`config.mk`:
```
export PLATFORM = sky130hd
export DESIGN_NAME = md_phase_scheduler
export DESIGN_NICKNAME = d
export VERILOG_FILES = /design/src/rtl/md_phase_scheduler_pkg.sv /design/src/rtl/phase_watchdog.sv /design/src/rtl/md_phase_scheduler.sv
export SDC_FILE = /design/constraint.sdc
export NUM_CORES = 1
export LEC_CHECK = 0
export CORE_MARGIN = 2
export CORE_UTILIZATION = 41
export CTS_CLUSTER_SIZE = 25
export DETAILED_ROUTE_END_ITERATION = 7
export HOLD_SLACK_MARGIN = 0.05
export PLACE_DENSITY = 0.73
export SLEW_MARGIN = 20
export SYNTH_ARGS = -nofsm -noshare
export SYNTH_HDL_FRONTEND = slang
export SYNTH_SLANG_ARGS = --single-unit
export TNS_END_PERCENT = 30
```
`constraint.sdc`:
```
create_clock -name clk -period 3.85 [get_ports clk]
set_input_delay 0.9625 -clock clk [delete_from_list [all_inputs] [get_ports clk]]
set_output_delay 0.9625 -clock clk [all_outputs]
set_load 0.05 [all_outputs]
```
`src/rtl/md_phase_scheduler_pkg.sv`:
```
// md_phase_scheduler_pkg: shared state encoding for the MD timestep phase scheduler.
package md_phase_scheduler_pkg;
  typedef enum logic [2:0] {
    st_idle,
    st_load,
    st_force,
    st_drain,
    st_motion,
    st_check
  } state_t;
endpackage

```
`src/rtl/phase_watchdog.sv`:
```
// phase_watchdog: counts cycles spent in one state and pulses expire on the LIMIT-th cycle (LIMIT=0 disables).
module phase_watchdog #(
  parameter int unsigned LIMIT = 65535
) (
  input  logic clk,
  input  logic rst,
  input  logic clear,
  input  logic en,
  output logic expire
);
  logic [31:0] cnt, cur;
  // clear marks the first cycle of a new state, so that cycle counts as zero
  assign cur = clear ? '0 : cnt;
  assign expire = en && (LIMIT != 0) && (cur == LIMIT - 1);
  always_ff @(posedge clk or negedge rst) begin
    if (!rst) cnt <= '0;
    else cnt <= en ? cur + 32'd1 : '0;
  end
endmodule

```
`src/rtl/md_phase_scheduler.sv`:
```
// md_phase_scheduler: sequences LOAD/FORCE/DRAIN/MOTION/CHECK across all PEs for a run of timesteps.
module md_phase_scheduler
  import md_phase_scheduler_pkg::*;
#(
  parameter int          NUM_PE         = 8,
  parameter int          ITER_WIDTH     = 16,
  parameter int unsigned TIMEOUT_CYCLES = 65535
) (
  input  logic                  clk,
  input  logic                  rst,
  input  logic                  start,
  input  logic [ITER_WIDTH-1:0] num_iterations,
  input  logic [NUM_PE-1:0]     pe_reading_done,
  input  logic [NUM_PE-1:0]     pe_back_pressure,
  input  logic [NUM_PE-1:0]     pe_all_buffer_empty,
  input  logic [NUM_PE-1:0]     pe_all_ref_wb_issued,
  input  logic                  ring_idle,
  input  logic                  mu_done,
  output logic                  phase,
  output logic                  pause_reading,
  output logic                  reading_particle_num,
  output logic                  mu_start,
  output logic                  busy,
  output logic [ITER_WIDTH-1:0] iter_count,
  output logic                  run_done,
  output logic                  timeout_err
);
  state_t state, state_d;
  logic [NUM_PE-1:0] sticky;
  logic [ITER_WIDTH-1:0] num_lat, iter_nxt;
  logic expire;
  assign iter_nxt = iter_count + ITER_WIDTH'(1);
  phase_watchdog #(.LIMIT(TIMEOUT_CYCLES)) u_wd (
    .clk(clk),
    .rst(rst),
    .clear(state != state_d),
    .en(state inside {st_force, st_drain, st_motion}),
    .expire(expire)
  );
  always_ff @(posedge clk or negedge rst) begin
    if (!rst) begin
      state <= st_idle;
      state_d <= st_idle;
      phase <= 1'b0;
      pause_reading <= 1'b1;
      reading_particle_num <= 1'b0;
      mu_start <= 1'b0;
      busy <= 1'b0;
      iter_count <= '0;
      run_done <= 1'b0;
      timeout_err <= 1'b0;
      sticky <= '0;
      num_lat <= '0;
    end else begin
      state_d <= state;
      reading_particle_num <= 1'b0;
      mu_start <= 1'b0;
      run_done <= 1'b0;
      pause_reading <= 1'b1;
      if (expire) begin
        state <= st_idle;
        busy <= 1'b0;
        timeout_err <= 1'b1;
      end else begin
        case (state)
          st_idle: if (start) begin
            iter_count <= '0;
            timeout_err <= 1'b0;
            num_lat <= num_iterations;
            if (num_iterations == '0) run_done <= 1'b1;
            else begin
              state <= st_load;
              busy <= 1'b1;
              reading_particle_num <= 1'b1;
            end
          end
          // reading_particle_num is high only on the first LOAD cycle, so its low value marks the second
          st_load: if (!reading_particle_num) begin
            state <= st_force;
            sticky <= '0;
          end
          st_force: begin
            sticky <= sticky | pe_reading_done;
            if (&(sticky | pe_reading_done)) state <= st_drain;
            else pause_reading <= |pe_back_pressure;
          end
          st_drain: if (&pe_all_buffer_empty & &pe_all_ref_wb_issued & ring_idle) begin
            state <= st_motion;
            mu_start <= 1'b1;
          end
          st_motion: if (mu_done) begin
            state <= st_check;
            phase <= ~phase;
          end
          st_check: begin
            iter_count <= iter_nxt;
            if (iter_nxt == num_lat) begin
              state <= st_idle;
              busy <= 1'b0;
              run_done <= 1'b1;
            end else begin
              state <= st_load;
              reading_particle_num <= 1'b1;
            end
          end
          default: state <= st_idle;
        endcase
      end
    end
  end
endmodule
```
==> metrics.txt, run 1 <==
status=finished clean; Max-Cap Viols=0; Max clock buf depth=2; effective utilization at floorplan=42.54%; Port Buf Inserts=75; largest net degree at the start of global routing=86; hold crit path type=reg -> reg; layout cells sized above 1=9.567%; row cnt=38; die width=110.5 um; sequential area share after synthesis=45.75%; top cells by count, synth=dfrtp_1, nor2_1, nand2_1; Mapped Area=4652 um2; grt total ovfl=0; Clk Latency, worst-skew pair=340 ps; startpoint type of the worst setup path=flip-flop; TritonCTS buffer count=9; top cells by area, synth=dfrtp_1, xor2_1, nor2_1; initial antenna violation count=0; min Tclk post-route=3185 ps; maximum VDD drop=0.3511 mV; slew margin rel.=43.85%; CTS tree=done; critical path launch point=state[1]; DRC=0; Tcrit/Tclk final=82.74%; ANT nets after route=0; synthesis-to-finish area growth=24.48%; EDFF count, synth=0; vias=3878; Yosys cell types=59; RSZ-0062 raised after global routing=false; DIE HEIGHT=110.5 um; CTS Hold Buffers Added=0; hold path start=phase; r2r setup slk=660 ps; number of global-route vias before repair=3779; M3 GR Usage=4.885%; most common cell in the netlist=dfrtp_1; Worst Hold End=phase; Total Routing Usage GR=17.92%; Final Slew Violations=0; DR WL/cell=15.49 um; Post-CTS Setup Inserts=0; post-synth top area share=45.19%; element type at the critical path end=flip-flop; Root Buffer=clkbuf_16; Critical R2R Capture=sticky[1]; Synth Area per Inst=9.712 um2; TritonCTS Sinks=85; Worst-path clk slew=60 ps; Worst Skew=6.459 ps; Worst EP arrival=3400 ps; PnR Total Power=3.382 mW; CTS-repair resized insts=0; busiest metal layer after global routing=met2; kind of critical path=reg -> reg; first-pass GRT wire length=18.10 mm; Fmax=313.9 MHz; grt met1 use=21.61%; Worst Reg-to-Reg Cells=11; Static Leak=2.307 nW; Vias/cell=5.588; Ports=76; Setup Viol. Count Final=0; Synth Warn #=0; worst reg2reg startpoint=state[1]; Detailed Route Iter0 Violations=221; total wire length=10.75 mm; Slew @ Worst Pin=839.8 ps; Net Count, Synth=535; Worst Path Required=4070 ps; full die area=12210 um2; Hold Vio Cnt, Final=0; ys flop type=dfrtp_1; area leader, netlist=dfrtp_1; setup_tns=0 ps; number of H-tree levels=3; Detailed Place HPWL=7.735 mm; drt first pass iters=4; cell count after synthesis=479; CORE AREA=10940 um2; CP max FO=12; power density cells=584.0 nW/um2; Post-synth ARST share=100.0%; diode count=0; WHS Path Cells=1; Yosys reg bits=85; nets=605; met2 usage=30.76%; Placer Congestion=0.8645
sequential cells by signal, indices dropped and copies added, names as in the netlist:
register,flops
reading_particle_num,1
pause_reading,1
iter_count,16
timeout_err,1
phase,1
run_done,1
state_d,3
state,3
u_wd.cnt,32
busy,1
sticky,8
mu_start,1
num_lat,16
per-stage QoR:
step	hold WS, ps	util [%]	setup WS, ps	cells	cell area (um2)
2_1_floorplan	387.5	-	1164	479	4652
3_3_place_gp	466.7	50.37	864.6	678	5508
3_5_place_dp	462.4	50.37	743.4	678	5508
4_1_cts	470.2	52.92	677.0	694	5787
5_1_grt	481.1	52.95	441.0	694	5791
6_report	472.5	52.95	664.6	694	5791
kinds of logic (layout without fill, tap and decap cells):
group / after synthesis / after routing / share of synthesized area, %
simple gates: 209 / 209 / 24.72
compound gates: 86 / 86 / 11.89
flops: 85 / 85 / 45.75
xor+xnor: 50 / 50 / 9.898
buf+inv: 31 / 106 / 3.335
mux: 15 / 15 / 3.604
fa+ha+maj: 3 / 3 / 0.8070
power breakdown:
group	switching, mW	total [mW]	internal [mW]	leakage (nW)
sequential	0.241	1.34	1.10	1.11
clock	0.337	0.806	0.469	0.138
combinational	0.718	1.24	0.519	1.06
layer usage:
metal  share of wire (%)  wire (um)
met4                 1.5        161
met2                  52       5539
met1                  42       4531
met3                 4.8        521
met5                   0          0
critical path, stage by stage, from the launching register on:
cell      delay [ps]
dfrtp_1          670
xnor2_2          200
and3_1           300
and2_1           210
ha_1             200
nor4b_1          140
nand4_1          170
nor4_4            70
buf_4            210
nor3_2           460
a21boi_4         360
nor2_1            80
how the worst max path moves through the flow:
stage / slack [ps] / depth (start not counted) / end
floorplan: 1160 / 12 / sticky[0]
global placement: 860 / 7 / state[0]
detailed placement: 740 / 11 / sticky[0]
CTS: 680 / 11 / sticky[0]
global route: 440 / 11 / sticky[0]
finish: 660 / 11 / sticky[1]
cell type report:
type	count	area, um2
clock buffers	12	256.5
clock inverters	4	22.52
fillers	1024	5145
inverters	9	33.78
multi-input cells	363	2377
flip-flops and latches	85	2128
well taps	140	175.2
repair buffers	81	797.0
layout by cell type, fill, tap and decap left out, drive strengths merged, types with 3 or more instances in the layout:
cell type	synthesis	final
and4	5	5
a21oi	19	19
nand3	21	21
inv	9	9
nand2	36	36
nand4	19	19
xor2	29	29
dfrtp	84	84
clkinv	0	3
nor3b	4	4
buf	11	7
and2	3	3
nor4	21	21
mux2	14	14
clkbuf	11	12
o22ai	5	5
and3	10	10
ha	3	3
or3	5	5
o21ai	33	33
nor3	6	6
o31ai	4	4
a31oi	6	6
nand3b	3	3
clkdlybuf4s50	0	74
nor2	66	66
xnor2	21	21
a311oi	3	3
No activity file was read; power rests on OpenSTA's default activity.
==> run 2: changes to the inputs <==
--- a/config.mk
+++ b/config.mk
@@ -10,7 +10,7 @@
 export CTS_CLUSTER_SIZE = 25
 export DETAILED_ROUTE_END_ITERATION = 7
 export HOLD_SLACK_MARGIN = 0.05
-export PLACE_DENSITY = 0.73
+export PLACE_DENSITY = 0.75
 export SLEW_MARGIN = 20
 export SYNTH_ARGS = -nofsm -noshare
 export SYNTH_HDL_FRONTEND = slang
==> constraint.sdc (replaced) <==
create_clock -name clk -period 2.7 [get_ports clk]
set_input_delay 0.675 -clock clk [delete_from_list [all_inputs] [get_ports clk]]
set_output_delay 0.675 -clock clk [all_outputs]
set_load 0.05 [all_outputs]
==> run 2 against run 1 <==
Net effect: via count increased by 0.90%; total power increased by 52%; die area unchanged; clock power grew 66%; count of clock-buffer cells in the layout fell by 3; final cell count grew 1.6%; fmax is 26% higher; clock skew up 3.7 ps; worst hold slack worse by 200 ps; setup slack got worse by 490 ps; critical path type unchanged; critical endpoint is now reading_particle_num.
==> metrics.txt, run 2 (synthesized netlist as in run 1, its figures left out) <==
DIE HEIGHT=110.5 um; commonest cells after routing, fill and taps aside=dfrtp_1, clkdlybuf4s50_1, nor2_1, nand2_1, o21ai_0; synthesis-to-finish area growth=27.57%; Detailed Place HPWL=8.059 mm; r2r setup slk=170 ps; hold crit path type=in -> async; number of H-tree levels=3; Max-Cap Viols=0; Total Routing Usage GR=18.35%; die width=110.5 um; Hold Vio Cnt, Final=0; maximum VDD drop=0.4801 mV; grt total ovfl=0; Slew @ Worst Pin=1122 ps; element type at the critical path end=flip-flop; effective utilization at floorplan=42.54%; total wire length=10.91 mm; critical path launch point=iter_count[1]; CP max FO=7; PnR Total Power=5.129 mW; Clk Latency, worst-skew pair=340 ps; hold_ws=276.6 ps; layout cells sized above 1=11.86%; Final Slew Violations=0; startpoint type of the worst setup path=flip-flop; non-filler cells, final=705; Ports=76; leading registers by flop count=u_wd.cnt (32), iter_count (16), num_lat (16); full die area=12210 um2; initial antenna violation count=0; row cnt=38; CTS Hold Buffers Added=0; Tcrit/Tclk final=93.63%; vias=3913; ANT nets after route=0; status=finished clean; Worst Path Required=2930 ps; worst reg2reg startpoint=iter_count[1]; Placer Congestion=0.8824; Max stage delay cell, worst path=dfrtp_1; Detailed Route Iter0 Violations=207; Worst EP arrival=2750 ps; Port Buf Inserts=75; pre-CTS WS=31.38 ps; Cell Chain, Critical Path=ha_1 > and3_2 > nand3_4 > o41a_1 > nor4_2 > o2111ai_1 > a22o_1; cell area after layout=5934 um2; Biggest register=u_wd.cnt; kind of critical path=reg -> reg; setup_tns=0 ps; Vias/cell=5.550; Worst-path clk slew=70 ps; Root Buffer=clkbuf_16; DR WL/cell=15.47 um; first-pass GRT wire length=18.73 mm; min Tclk post-route=2528 ps; power density cells=864.3 nW/um2; CTS tree=done; number of global-route vias before repair=3913; Fmax=395.6 MHz; diode count=0; fin worst setup slack=172.0 ps; Worst Skew=10.12 ps; DRC=0; Static Leak=2.375 nW; TritonCTS buffer count=9; slew margin rel.=24.90%; critical path's largest stage delay=450 ps; RSZ-0062 raised after global routing=false; Post-CTS Setup Inserts=0; most common cell after layout, fill and taps aside=dfrtp_1; TritonCTS Sinks=85; nets=616; Final Util=54.27%; Max clock buf depth=2; drt first pass iters=4; Setup Viol. Count Final=0; placed cells=689; Largest register FFs=32; CORE AREA=10940 um2; Post-DP Area=5603 um2; largest net degree at the start of global routing=54
## run 2: metal layers
layer,vias to the layer above,GRT usage [%],wire length (um)
met1,1901,22.63,4648
met4,0,5.250,148
li1,1901,-,-
met3,17,3.732,454
met5,-,0,0
met2,94,32.52,5658
## run 2: area by class of cell
| class | instances | area, um2 |
|---|---|---|
| fillers | 975 | 5001 |
| multi-input cells | 363 | 2385 |
| flip-flops and latches | 85 | 2130 |
| repair buffers | 92 | 888.4 |
| clock buffers | 9 | 225.2 |
| well taps | 140 | 175.2 |
| clock inverters | 7 | 97.59 |
| inverters | 9 | 33.78 |
## run 2: path summary, 6_finish.rpt
kind | endpoint | cells after the start
worst max-delay path | reading_particle_num | 7
worst min-delay path | u_wd.cnt[8] | 1
worst max register to register | reading_particle_num | 7
worst min register to register | phase | 1
max in group asynchronous | pause_reading | 2
min in group clk | phase | 1
## run 2: critical path: cells and delay by family (launching register included)
family,cells,cell delay (ps)
simple gates,3,700
compound gates,3,980
flops,1,450
fa+ha+maj,1,290
## run 2: timing repair
action	4_1_cts	5_1_grt
gates resized for setup	0	3
hold endpoints to repair	0	0
endpoints found under the setup margin	0	12
## run 2: power by group
part           switching (mW)  internal, mW
logic                    1.07         0.825
clock network           0.528         0.815
registers               0.321          1.57
total                    1.92          3.21
